[src/rtl/dmem_vec_sequencer.sv]
// Arbiter/sequencer sharing one data-memory word port between scalar accesses and
// six-beat vector transfers. Optional bounds check: define DMEM_SEQ_BOUNDS_CHECK_EN.
module dmem_vec_sequencer #(
   parameter int S     = 32,
   parameter int V     = 192,
   parameter int LANES = 6,
   parameter int SIZE  = 30015
) (
   input  logic         clk,
   input  logic         rst_n,
   input  logic         s_req,
   input  logic         s_we,
   input  logic [S-1:0] s_addr,
   input  logic [S-1:0] s_wd,
   output logic         s_gnt,
   output logic [S-1:0] s_rd,
   output logic         s_rvalid,
   input  logic         v_req,
   input  logic         v_we,
   input  logic [S-1:0] v_addr,
   input  logic [V-1:0] v_wd,
   output logic         v_gnt,
   output logic         v_busy,
   output logic         v_done,
   output logic [V-1:0] v_rd,
   output logic         m_we,
   output logic [S-1:0] m_addr,
   output logic [S-1:0] m_wd,
   input  logic [S-1:0] m_rd,
   output logic         err
);

   localparam int BW = $clog2(LANES);

`ifdef DMEM_SEQ_BOUNDS_CHECK_EN
   localparam bit BOUNDS_EN = 1'b1;
`else
   localparam bit BOUNDS_EN = 1'b0;
`endif

   typedef enum logic {IDLE, VEC} state_t;

   state_t        state;
   logic [BW-1:0] beat;
   logic [S-1:0]  base;
   logic [V-1:0]  vdata;
   logic          dir;
   logic          v_oob;
   logic          s_oob_c;
   logic          v_oob_c;
   logic [S-1:0]  lane_wd;

   // Range math is done one bit wider so a base near 2^S cannot wrap past the check.
   assign s_oob_c = BOUNDS_EN && ({1'b0, s_addr} >= (S+1)'(SIZE));
   assign v_oob_c = BOUNDS_EN && (({1'b0, v_addr} + (S+1)'(LANES-1)) >= (S+1)'(SIZE));

   assign s_gnt   = rst_n && (state == IDLE) && s_req;
   assign v_gnt   = rst_n && (state == IDLE) && v_req && !s_req;
   assign v_busy  = (state == VEC);
   assign lane_wd = vdata[int'(beat)*S +: S];

   // Port outputs are gated by rst_n so an aborted beat never reaches the RAM.
   always_comb begin
      m_we   = 1'b0;
      m_addr = '0;
      m_wd   = '0;
      if (rst_n) begin
         if (state == VEC) begin
            m_addr = base + S'(beat);
            m_wd   = lane_wd;
            m_we   = dir && !v_oob;
         end else if (s_gnt) begin
            m_addr = s_addr;
            m_wd   = s_wd;
            m_we   = s_we && !s_oob_c;
         end
      end
   end

   always_ff @(posedge clk) begin
      if (!rst_n) begin
         state    <= IDLE;
         beat     <= '0;
         base     <= '0;
         vdata    <= '0;
         dir      <= 1'b0;
         v_oob    <= 1'b0;
         s_rd     <= '0;
         s_rvalid <= 1'b0;
         v_done   <= 1'b0;
         v_rd     <= '0;
         err      <= 1'b0;
      end else begin
         s_rvalid <= 1'b0;
         v_done   <= 1'b0;
         case (state)
            IDLE: begin
               if (s_gnt) begin
                  s_rd     <= s_oob_c ? '0 : m_rd;
                  s_rvalid <= !s_we;
                  if (s_oob_c) err <= 1'b1;
               end else if (v_gnt) begin
                  base  <= v_addr;
                  vdata <= v_wd;
                  dir   <= v_we;
                  v_oob <= v_oob_c;
                  beat  <= '0;
                  state <= VEC;
                  if (v_oob_c) err <= 1'b1;
               end
            end
            VEC: begin
               if (!dir) v_rd[int'(beat)*S +: S] <= v_oob ? '0 : m_rd;
               if (beat == BW'(LANES-1)) begin
                  state  <= IDLE;
                  beat   <= '0;
                  v_done <= 1'b1;
               end else begin
                  beat <= beat + 1'b1;
               end
            end
            default: state <= IDLE;
         endcase
      end
   end

endmodule

[config.mk]
export PLATFORM = sky130hd
export DESIGN_NAME = dmem_vec_sequencer
export DESIGN_NICKNAME = d
export VERILOG_FILES = /design/src/rtl/dmem_vec_sequencer.sv
export SDC_FILE = /design/constraint.sdc
export NUM_CORES = 1
export LEC_CHECK = 0
export BUFFER_PORTS_ARGS = -buffer_cell sky130_fd_sc_hd__buf_2
export CORE_AREA = 2 2 243 245
export DETAILED_ROUTE_END_ITERATION = 16
export DIE_AREA = 0 0 245 247
export PLACE_DENSITY_LB_ADDON = 0.2
export SLEW_MARGIN = 40
export SYNTH_ARGS = -nofsm -noshare
export SYNTH_HDL_FRONTEND = slang
export SYNTH_SLANG_ARGS = --single-unit
export TNS_END_PERCENT = 10
[constraint.sdc]
create_clock -name clk -period 3.15 [get_ports clk]
set_clock_uncertainty 0.05 [all_clocks]
set_input_delay 0.63 -clock clk [delete_from_list [all_inputs] [get_ports clk]]
set_output_delay 0.63 -clock clk [all_outputs]
set_load 0.02 [all_outputs]
# Word level (Yosys, flattened, before mapping)
# Cells that the tools add are included.
[word_totals]
regBits = 455
inputBits = 326
out_inout_bits = 295
elab_cells = 53
[classes]
n_addsub = 3
n_eq_ne = 3
n_shift = 3
mux = 19
bitwise = 4
n_reduce_logical = 12
[ops]
columns = ["operator", "n"]
rows = [
  ["bitwise mux 192 bit", 1],
  ["two-way mux 32 bit", 6],
  ["variable shift 32 x 33 -> 192 bit (first input constant)", 1],
  ["variable part select 192 x 9 -> 32 bit", 1],
  ["variable part select 32 x 33 -> 192 bit", 1],
  ["negation 8 -> 33 bit", 1],
  ["adder 32 x 3 -> 32 bit", 1],
  ["two-way mux 3 bit", 3],
  ["AND reduction 2 bit", 4],
  ["two-way mux 1 bit", 7],
  ["case mux 3 bit (2 select lines)", 1],
  ["logical AND 1 bit", 4],
  ["inequality test 2 bit (second input constant)", 2],
  ["inverter 1 bit", 4],
  ["adder 3 x 1 -> 3 bit (second input constant)", 1],
  ["== test 3 bit (second input constant)", 1],
  ["AND reduction 3 bit", 1],
  ["OR reduction 3 bit", 1],
  ["logical NOT 1 bit", 2],
  ["case mux 1 bit (2 select lines)", 1],
]

# Depth between registers and ports, before layout
# Gate-level depths: netlist of the first run.
[logic_depth]
depth_word = 7
mapped_depth = 12
depth_no_buf = 8

# Least setup slack after synthesis of the first run
# OpenSTA, ideal clock, no wires.
[synth_timing]
path_kind = "register -> output"
startpoint = "register beat[1]"
endpoint = "output m_addr[26]"
arrival_time_ns = 2.843
required_ns = 2.470
path_slack_ns = -0.373
path_stages_with_launch = 10
n_path_buf = 2
path_cell_list = "dfxtp_1 -> clkbuf_1 -> clkbuf_1 -> inv_1 -> fa_1 -> nor2b_1 -> o2111ai_1 -> nor4_2 -> xnor2_1 -> o21ai_1"
[synth_between]
elab_chain_len = 3
[synth_lines]
columns = ["item", "line_no", "text"]
rows = [
  ["start, declared", "44", "logic [BW-1:0] beat;"],
  ["start signal, assigned", "119", "beat <= beat + 1'b1;"],
  ["adder 32 x 3 -> 32 bit", "69", "m_addr = base + S'(beat);"],
  ["two-way mux 32 bit", "68", "if (state == VEC) begin"],
  ["two-way mux 32 bit", "67", "if (rst_n) begin"],
  ["end, declared", "27", "output logic [S-1:0] m_addr,"],
]
# Every way passes these cells.

# Worst setup path after layout of the first run
[layout_timing]
startpoint = "register beat[0]"
endpoint = "output m_addr[24]"
# Same word-level chain as after synthesis.

==> results of run 1 <==
-- report_power, final --
| part | switching (mW) | internal, mW |
|---|---|---|
| Combinational | 0.873 | 0.557 |
| Sequential | 0.0896 | 5.91 |
| Clock | 2.47 | 3.43 |
-- worst reg2reg max path: stages, from the launching register on --
cell and delay (ns):
dfxtp_4 0.39, buf_4 0.16, buf_16 0.32, inv_2 0.16, ha_1 0.23, ha_1 0.41, and3_1 0.29, and2_1 0.20
buf_4 0.28, nand3_1 0.12, a21boi_1 0.15
-- what timing repair did --
action,4_1_cts,5_1_grt
cloned,1,0
buffers inserted,5,6
pin swaps,11,23
endpoints found under the setup margin,64,56
resized for setup,52,36
-- routing by layer --
layer  up-vias  wire [microns]  global-route usage [%]
met5         -             202                       0
met4        30            2932                   9.559
met3       174            5223                   5.557
met2       636           38040                   43.43
met1      9296           30750                   28.34
li1       9461               -                       -
-- registers in the layout, indices dropped and copies added, names as in the netlist --
| signal | flops |
|---|---|
| beat | 3 |
| v_busy | 1 |
| s_rvalid | 1 |
| s_rd | 32 |
| base | 32 |
| v_rd | 192 |
| dir | 1 |
| vdata | 192 |
| v_done | 1 |
-- cells in the mapped netlist (10+ instances only) --
library cell | count | area share [%]
a21boi_0 | 248 | 9.3
a21boi_1 | 169 | 6.3
a221oi_1 | 32 | 1.4
a22oi_1 | 34 | 1.3
buf_1 | 18 | 0.34
buf_2 | 40 | 1.0
clkbuf_1 | 152 | 2.8
dfxtp_1 | 455 | 45
inv_1 | 12 | 0.22
mux2i_1 | 97 | 4.8
nand2_1 | 790 | 15
nand3_1 | 169 | 4.2
nor2_1 | 13 | 0.24
nor2b_1 | 38 | 1.2
nor3_1 | 10 | 0.25
o21ai_0 | 82 | 2.0
xnor2_1 | 20 | 0.87
-- kinds of logic after synthesis --
logic type,synth area share (%)
DFF,45.31
other,0.01866
adders and majority gates,0.6598
muxes,4.830
xor gates and xnor gates,1.220
AOI/OAI and AO/OA,21.11
and+or+nand+nor,22.35
buffers and inverters,4.506
-- per-stage QoR --
step | instances | power [mW] | setup TNS [ns]
after floorplan | 2471 | 6.849 | -0.6027
after global placement | 3731 | 7.480 | 0
after detailed placement | 3732 | 7.506 | 0
after CTS | 3830 | 13.44 | -6.162
after global routing | 3841 | 13.80 | -9.122
final | 3846 | 13.32 | -3.591
-- worst min-delay path by stage --
stage / cells after the start / to / from
after floorplan: 2 / vdata[10]$_SDFFE_PN0P_ / vdata[10]$_SDFFE_PN0P_
after global placement: 2 / v_rd[120]$_SDFFE_PN0P_ / v_rd[120]$_SDFFE_PN0P_
after detailed placement: 2 / v_rd[91]$_SDFFE_PN0P_ / v_rd[91]$_SDFFE_PN0P_
after CTS: 2 / s_rvalid$_SDFF_PP0_ / s_we
after global routing: 2 / s_rvalid$_SDFF_PP0_ / s_we
final: 2 / s_rvalid$_SDFF_PP0_ / s_we
-- cell usage in the layout, fill, tap and decap left out, types with 8 or more instances in the layout --
| cell | instances |
|---|---|
| a21boi_1 | 170 |
| nand3_1 | 168 |
| nand2_1 | 790 |
| o21ai_0 | 76 |
| o21ai_1 | 11 |
| clkbuf_16 | 53 |
| a22oi_1 | 29 |
| mux2i_1 | 94 |
| nand4_1 | 9 |
| buf_4 | 88 |
| buf_2 | 597 |
| a21boi_0 | 247 |
| diode_2 | 11 |
| buf_12 | 11 |
| nor2_1 | 9 |
| a221oi_2 | 11 |
| and2_1 | 8 |
| xnor2_1 | 18 |
| xor2_1 | 8 |
| nor2b_1 | 36 |
| inv_1 | 9 |
| clkbuf_1 | 18 |
| dfxtp_1 | 451 |
| a221oi_1 | 21 |
-- layout make-up --
cell class / instances / area share [%]
Antenna cell: 11 / 0.1045
Inverter: 13 / 0.2184
Clock inverter: 14 / 0.6221
Timing Repair Buffer: 711 / 15.61
Clock buffer: 78 / 5.656
Sequential cell: 455 / 34.62
Tap cell: 773 / 3.671
Multi-Input combinational cell: 1791 / 39.50
==> results.json, run 1 <==
{
  "status": "finished, violations left",
  "failed_checks": "negative setup slack",
  "cp-start-kind": "register",
  "grt_max_degree": 207,
  "rsz0062_at_grt": "true",
  "dieArea_sq_um": 60520,
  "synth_fp_nets": 2807,
  "ys.flop_type": "dfxtp_1",
  "drv_slew": 0,
  "die_y_microns": 247,
  "drc": 0,
  "max_stage_delay_ns": 0.39,
  "fmax_mhz": 295.0,
  "relSlewSlack_pct": 49.65,
  "start_util_pct": 34.52,
  "htreeDepth": 2,
  "finalSetupViolCount": 38,
  "drv_cap": 0,
  "crit_cells": 10,
  "die-width_microns": 245,
  "worstSkewPairLatency_ns": 0.59,
  "min_period_ns": 3.390,
  "fin_util_pct": 45.24,
  "nets": 3360,
  "cts_made_buffers": 52,
  "crit_path_frequent_cell": "buf_6",
  "cp-end-kind": "output pin",
  "wl_microns": 77160,
  "min_period_over_period_pct": 107.6,
  "grt-ovfl-total": 0,
  "cts_buffer_depth": 3,
  "crit_end": "m_addr[24]",
  "coreArea_sq_um": 58240,
  "r2r-start": "beat[0]$_SDFFE_PN0P_",
  "hold_violations": 0,
  "clkSinkCount": 455,
  "seqCellArea_sq_um": 9121,
  "place_area_sq_um": 24190,
  "multi_input_area_sq_um": 10410,
  "vdd_drop_max_mv": 0.4054,
  "vias": 19600,
  "final.setup.worst_slack_ns": -0.2402,
  "p_leak_nw": 10.20,
  "r2r_end": "v_rd[101]$_SDFFE_PN0P_",
  "firstDrtPassIters": 5,
  "clock-root-buffer": "clkbuf_16",
  "clkSlewWorstSetupHoldPaths_ns": 0.06,
  "yosysWarnings": 0,
  "layout-drive-gt1-share_pct": 27.79,
  "yosysUniqueCellTypes": 52,
  "syn_avg_cell_area_sq_um": 8.135,
  "detailed_place_hpwl_microns": 55290,
  "r2r_setup_slack_ns": 0.34,
  "post-place-ws_ns": 0.01307,
  "antenna_left": 0,
  "netlist_area_sq_um": 20100,
  "fillCellCount": 5803,
  "path_class": "register to output pin",
  "cts_hold_buf": 0,
  "grt_util_all_layers_pct": 24.41,
  "whs_ns": 0.1657,
  "grt_pass1_vias": 19120,
  "cp_slowest_cell": "dfxtp_4",
  "antenna_found_initial": 26,
  "drt_iter0_markers": 1058,
  "crit_fanout": 4,
  "timing.reg2reg.worst_path_depth": 10,
  "cp.arrival_ns": 2.71,
  "wl_per_cell_microns": 20.06,
  "critPathLaunch": "beat[0]$_SDFFE_PN0P_",
  "cp_num_buf_inv": 3,
  "gp_congestion": 0.9164,
  "io_pins": 621,
  "hold_path.class": "input port to register",
  "critPathRequiredTime_ns": 2.47,
  "cts_tree": "built",
  "worst_pin_slew_ns": 0.7553,
  "rows": 89,
  "cp_top_family": "adder cells",
  "ys_ff_latch": 455,
  "cp_cell_sequence": "ha_4, inv_2, fa_2, nor2b_4, o2111ai_4, buf_6, nor4_4, xnor2_2, o21ai_2, buf_6",
  "syn_inst": 2471,
  "powerDensity_nw_per_um2": 505.4,
  "synth-edff-count": 0,
  "seq_area_frac_synth_pct": 45.31,
  "fin_area_sq_um": 26350,
  "synth_async_sr_flop_share_pct": 0,
  "grt_pass1_wl_microns": 114200,
  "io_buffers": 619,
  "viasPerCell": 5.095,
  "syn2layout_area_growth_pct": 31.08
}
No activity file was read; power rests on OpenSTA's default activity.
==> run 2, diff against run 1 <==
--- a/config.mk
+++ b/config.mk
@@ -5,10 +5,11 @@
 export SDC_FILE = /design/constraint.sdc
 export NUM_CORES = 1
 export LEC_CHECK = 0
+export ABC_AREA = 1
 export BUFFER_PORTS_ARGS = -buffer_cell sky130_fd_sc_hd__buf_2
-export CORE_AREA = 2 2 243 245
+export CORE_AREA = 2 2 241 243
 export DETAILED_ROUTE_END_ITERATION = 16
-export DIE_AREA = 0 0 245 247
+export DIE_AREA = 0 0 243 245
 export PLACE_DENSITY_LB_ADDON = 0.2
 export SLEW_MARGIN = 40
 export SYNTH_ARGS = -nofsm -noshare
==> run 2 against run 1 <==
  * The run still ends with negative setup slack left
  * Via count rose by 7.1%
  * Synthesized area is 1.6% lower
  * Non-clock buffer count is 30 lower
  * Largest power group unchanged
  * Worst hold slack worse by 0.0062 ns
  * Maximum frequency grew 6.5%
  * Wire length increased by 9.1%
  * Power increased by 2.3%
  * Worst setup slack improved by 0.21 ns
  * First-iteration DRC count rose by 44%
  * Clock power increased by 2%
  * Core utilization fell by 0.40 points
==> results.json, run 2 <==
{
  "status": "finished, violations left",
  "failed_checks": "negative setup slack",
  "crit_fanout": 6,
  "antenna_left": 0,
  "clkSinkCount": 455,
  "grt_pass1_vias": 19500,
  "reg_top3": "v_rd x192, vdata x192",
  "layout_common_cells": "nor2_1 (662), buf_2 (597), dfxtp_1 (450), o21ai_0 (431), nand2_1 (316)",
  "seqCellArea_sq_um": 9123,
  "final_common_cell": "nor2_1",
  "synthTopCellsByArea": "dfxtp_1 (46%), nor2_1 (13%), o21ai_0 (11%)",
  "cts_buffer_depth": 3,
  "rsz0062_at_grt": "true",
  "yosysWarnings": 0,
  "nets": 3708,
  "viasPerCell": 5.014,
  "post-place-ws_ns": 0.2433,
  "die-width_microns": 243,
  "synthMuxAreaShare_pct": 0,
  "instances_no_fill": 4186,
  "p_leak_nw": 11.13,
  "wl_per_cell_microns": 20.11,
  "syn_inst": 2856,
  "clock-root-buffer": "clkbuf_16",
  "start_util_pct": 34.67,
  "seq_area_frac_synth_pct": 46.06,
  "cts_tree": "built",
  "drv_cap": 0,
  "fmax_mhz": 314.1,
  "dieArea_sq_um": 59540,
  "cp_slowest_cell": "dfxtp_4",
  "htreeDepth": 2,
  "grt_util_all_layers_pct": 27.21,
  "hold_path.class": "input port to register",
  "relSlewSlack_pct": 43.45,
  "r2r_setup_slack_ns": 0.39,
  "cp_cell_sequence": "ha_4, inv_2, fa_2, inv_2, nand3_2, nand2_4, nand2_4, nor2_4, buf_6, nand2_1, nand2_1, nand3_2, a21oi_2, buf_6",
  "drt_iter0_markers": 1524,
  "critPathRequiredTime_ns": 2.47,
  "drc": 0,
  "wl_microns": 84170,
  "firstDrtPassIters": 5,
  "layout-drive-gt1-share_pct": 24.25,
  "synth_fp_nets": 3192,
  "synthTopCellsByCount": "nor2_1 (671), dfxtp_1 (455), o21ai_0 (442)",
  "syn_avg_cell_area_sq_um": 6.924,
  "finalSetupViolCount": 7,
  "path_class": "register to output pin",
  "yosys.area_share.simple_pct": 25.42,
  "rows": 88,
  "ys_ff_latch": 455,
  "ys.flop_type": "dfxtp_1",
  "fin_util_pct": 44.84,
  "powerDensity_nw_per_um2": 532.6,
  "r2r-start": "beat[0]$_SDFFE_PN0P_",
  "antenna_found_initial": 16,
  "fillCellCount": 6149,
  "cp-end-kind": "output pin",
  "final.setup.worst_slack_ns": -0.03339,
  "yosysTopAreaCellShare_pct": 46.06,
  "synth-edff-count": 0,
  "hold_violations": 0,
  "grt-ovfl-total": 0,
  "vias": 20990,
  "min_period_ns": 3.183,
  "r2r_end": "v_rd[105]$_SDFFE_PN0P_",
  "drv_slew": 0,
  "yosysUniqueCellTypes": 33,
  "synth_compound_area_share_pct": 19.56,
  "synth.most_common_cell": "nor2_1",
  "critPathLaunch": "beat[0]$_SDFFE_PN0P_",
  "synth_xor_area_share_pct": 0.04429,
  "yosysTopAreaCell": "dfxtp_1",
  "synth_async_sr_flop_share_pct": 0,
  "cp.arrival_ns": 2.50,
  "worst_pin_slew_ns": 0.8482,
  "io_buffers": 619,
  "vdd_drop_max_mv": 0.4074,
  "clkSlewWorstSetupHoldPaths_ns": 0.06,
  "synth_top_family_by_area": "simple AND/OR/NAND/NOR gates",
  "die_y_microns": 245,
  "synth_fa_ha_area_share_pct": 0.6707,
  "io_pins": 621,
  "detailed_place_hpwl_microns": 60650,
  "coreArea_sq_um": 57030,
  "syn2layout_area_growth_pct": 29.33,
  "dp.cells": 4074,
  "crit_end": "m_addr[26]",
  "grt_pass1_wl_microns": 123300,
  "cts_made_buffers": 52,
  "grt_max_degree": 172,
  "min_period_over_period_pct": 101.1,
  "max_stage_delay_ns": 0.36,
  "timing.reg2reg.worst_path_depth": 9,
  "gp_congestion": 0.8688,
  "worstSkewPairLatency_ns": 0.60,
  "multi_input_area_sq_um": 9210,
  "cp-start-kind": "register",
  "netlist_area_sq_um": 19770
}
run 2: what timing repair did:
action	in CTS	in global routing
cloned	4	0
gates resized for setup	66	35
pin swaps	8	5
hold buffers	0	0
buffers inserted	4	1
setup endpoints to repair	59	61
run 2: critical path: cells and delay by family, from the launching register on:
family          cells  cell delay, ns
buf+inv             4            0.38
compound gates      1            0.17
simple gates        7            0.55
fa+ha+maj           2            0.46
flops               1            0.36
run 2: metrics by stage:
stage / total power [mW] / hold WS, ns / cell area (sq um) / setup TNS (ns)
4_1_cts: 13.72 / 0.1294 / 25460 / -1.133
2_1_floorplan: 7.002 / 0.3942 / 19770 / 0
3_5_place_dp: 7.682 / 0.3838 / 23440 / 0
6_report: 13.62 / 0.1595 / 25570 / -0.1155
5_1_grt: 14.13 / 0.1573 / 25570 / -4.525
3_3_place_gp: 7.677 / 0.3818 / 23440 / 0
run 2: layout make-up:
| cell class | count | share of cell area [%] |
|---|---|---|
| inverter | 180 | 2.725 |
| multi-input combinational | 2002 | 36.01 |
| sequential | 455 | 35.67 |
| clock buffer | 78 | 6.062 |
| tap | 765 | 3.743 |
| timing repair buffer | 681 | 15.18 |
| antenna | 10 | 0.09785 |
| clock inverter | 15 | 0.5039 |
run 2: where the power goes:
group / internal [mW] / switching [mW]
sequential: 5.96 / 0.124
combinational: 0.514 / 1.01
clock: 3.48 / 2.53
total: 9.96 / 3.66
run 2: cell families after synthesis:
logic type | Yosys count
other | 1
AO/OA/AOI/OAI | 763
AND/OR/NAND/NOR | 1227
buffers and inverters | 399
XOR/XNOR | 1
adder cells (fa/ha/maj) | 10
flip-flops | 455
run 2: worst min path at each step:
| stage | cells past startpoint | from | end | slack [ns] |
|---|---|---|---|---|
| finish | 2 | s_we | s_rvalid$_SDFF_PP0_ | 0.16 |
| global route | 2 | s_we | s_rvalid$_SDFF_PP0_ | 0.16 |
| CTS | 2 | s_we | s_rvalid$_SDFF_PP0_ | 0.13 |
| detailed placement | 2 | v_rd[67]$_SDFFE_PN0P_ | v_rd[67]$_SDFFE_PN0P_ | 0.38 |
| global placement | 2 | v_rd[108]$_SDFFE_PN0P_ | v_rd[108]$_SDFFE_PN0P_ | 0.38 |
| floorplan | 2 | dir$_SDFFE_PN0P_ | dir$_SDFFE_PN0P_ | 0.39 |
run 2: metal layers:
metal / up-vias / global-route usage [%] / wire [microns]
met5: - / 0 / 59
met4: 10 / 9.311 / 2840
met3: 126 / 4.647 / 5338
met2: 725 / 48.05 / 41510
met1: 9754 / 33.42 / 34420
li1: 10370 / - / -
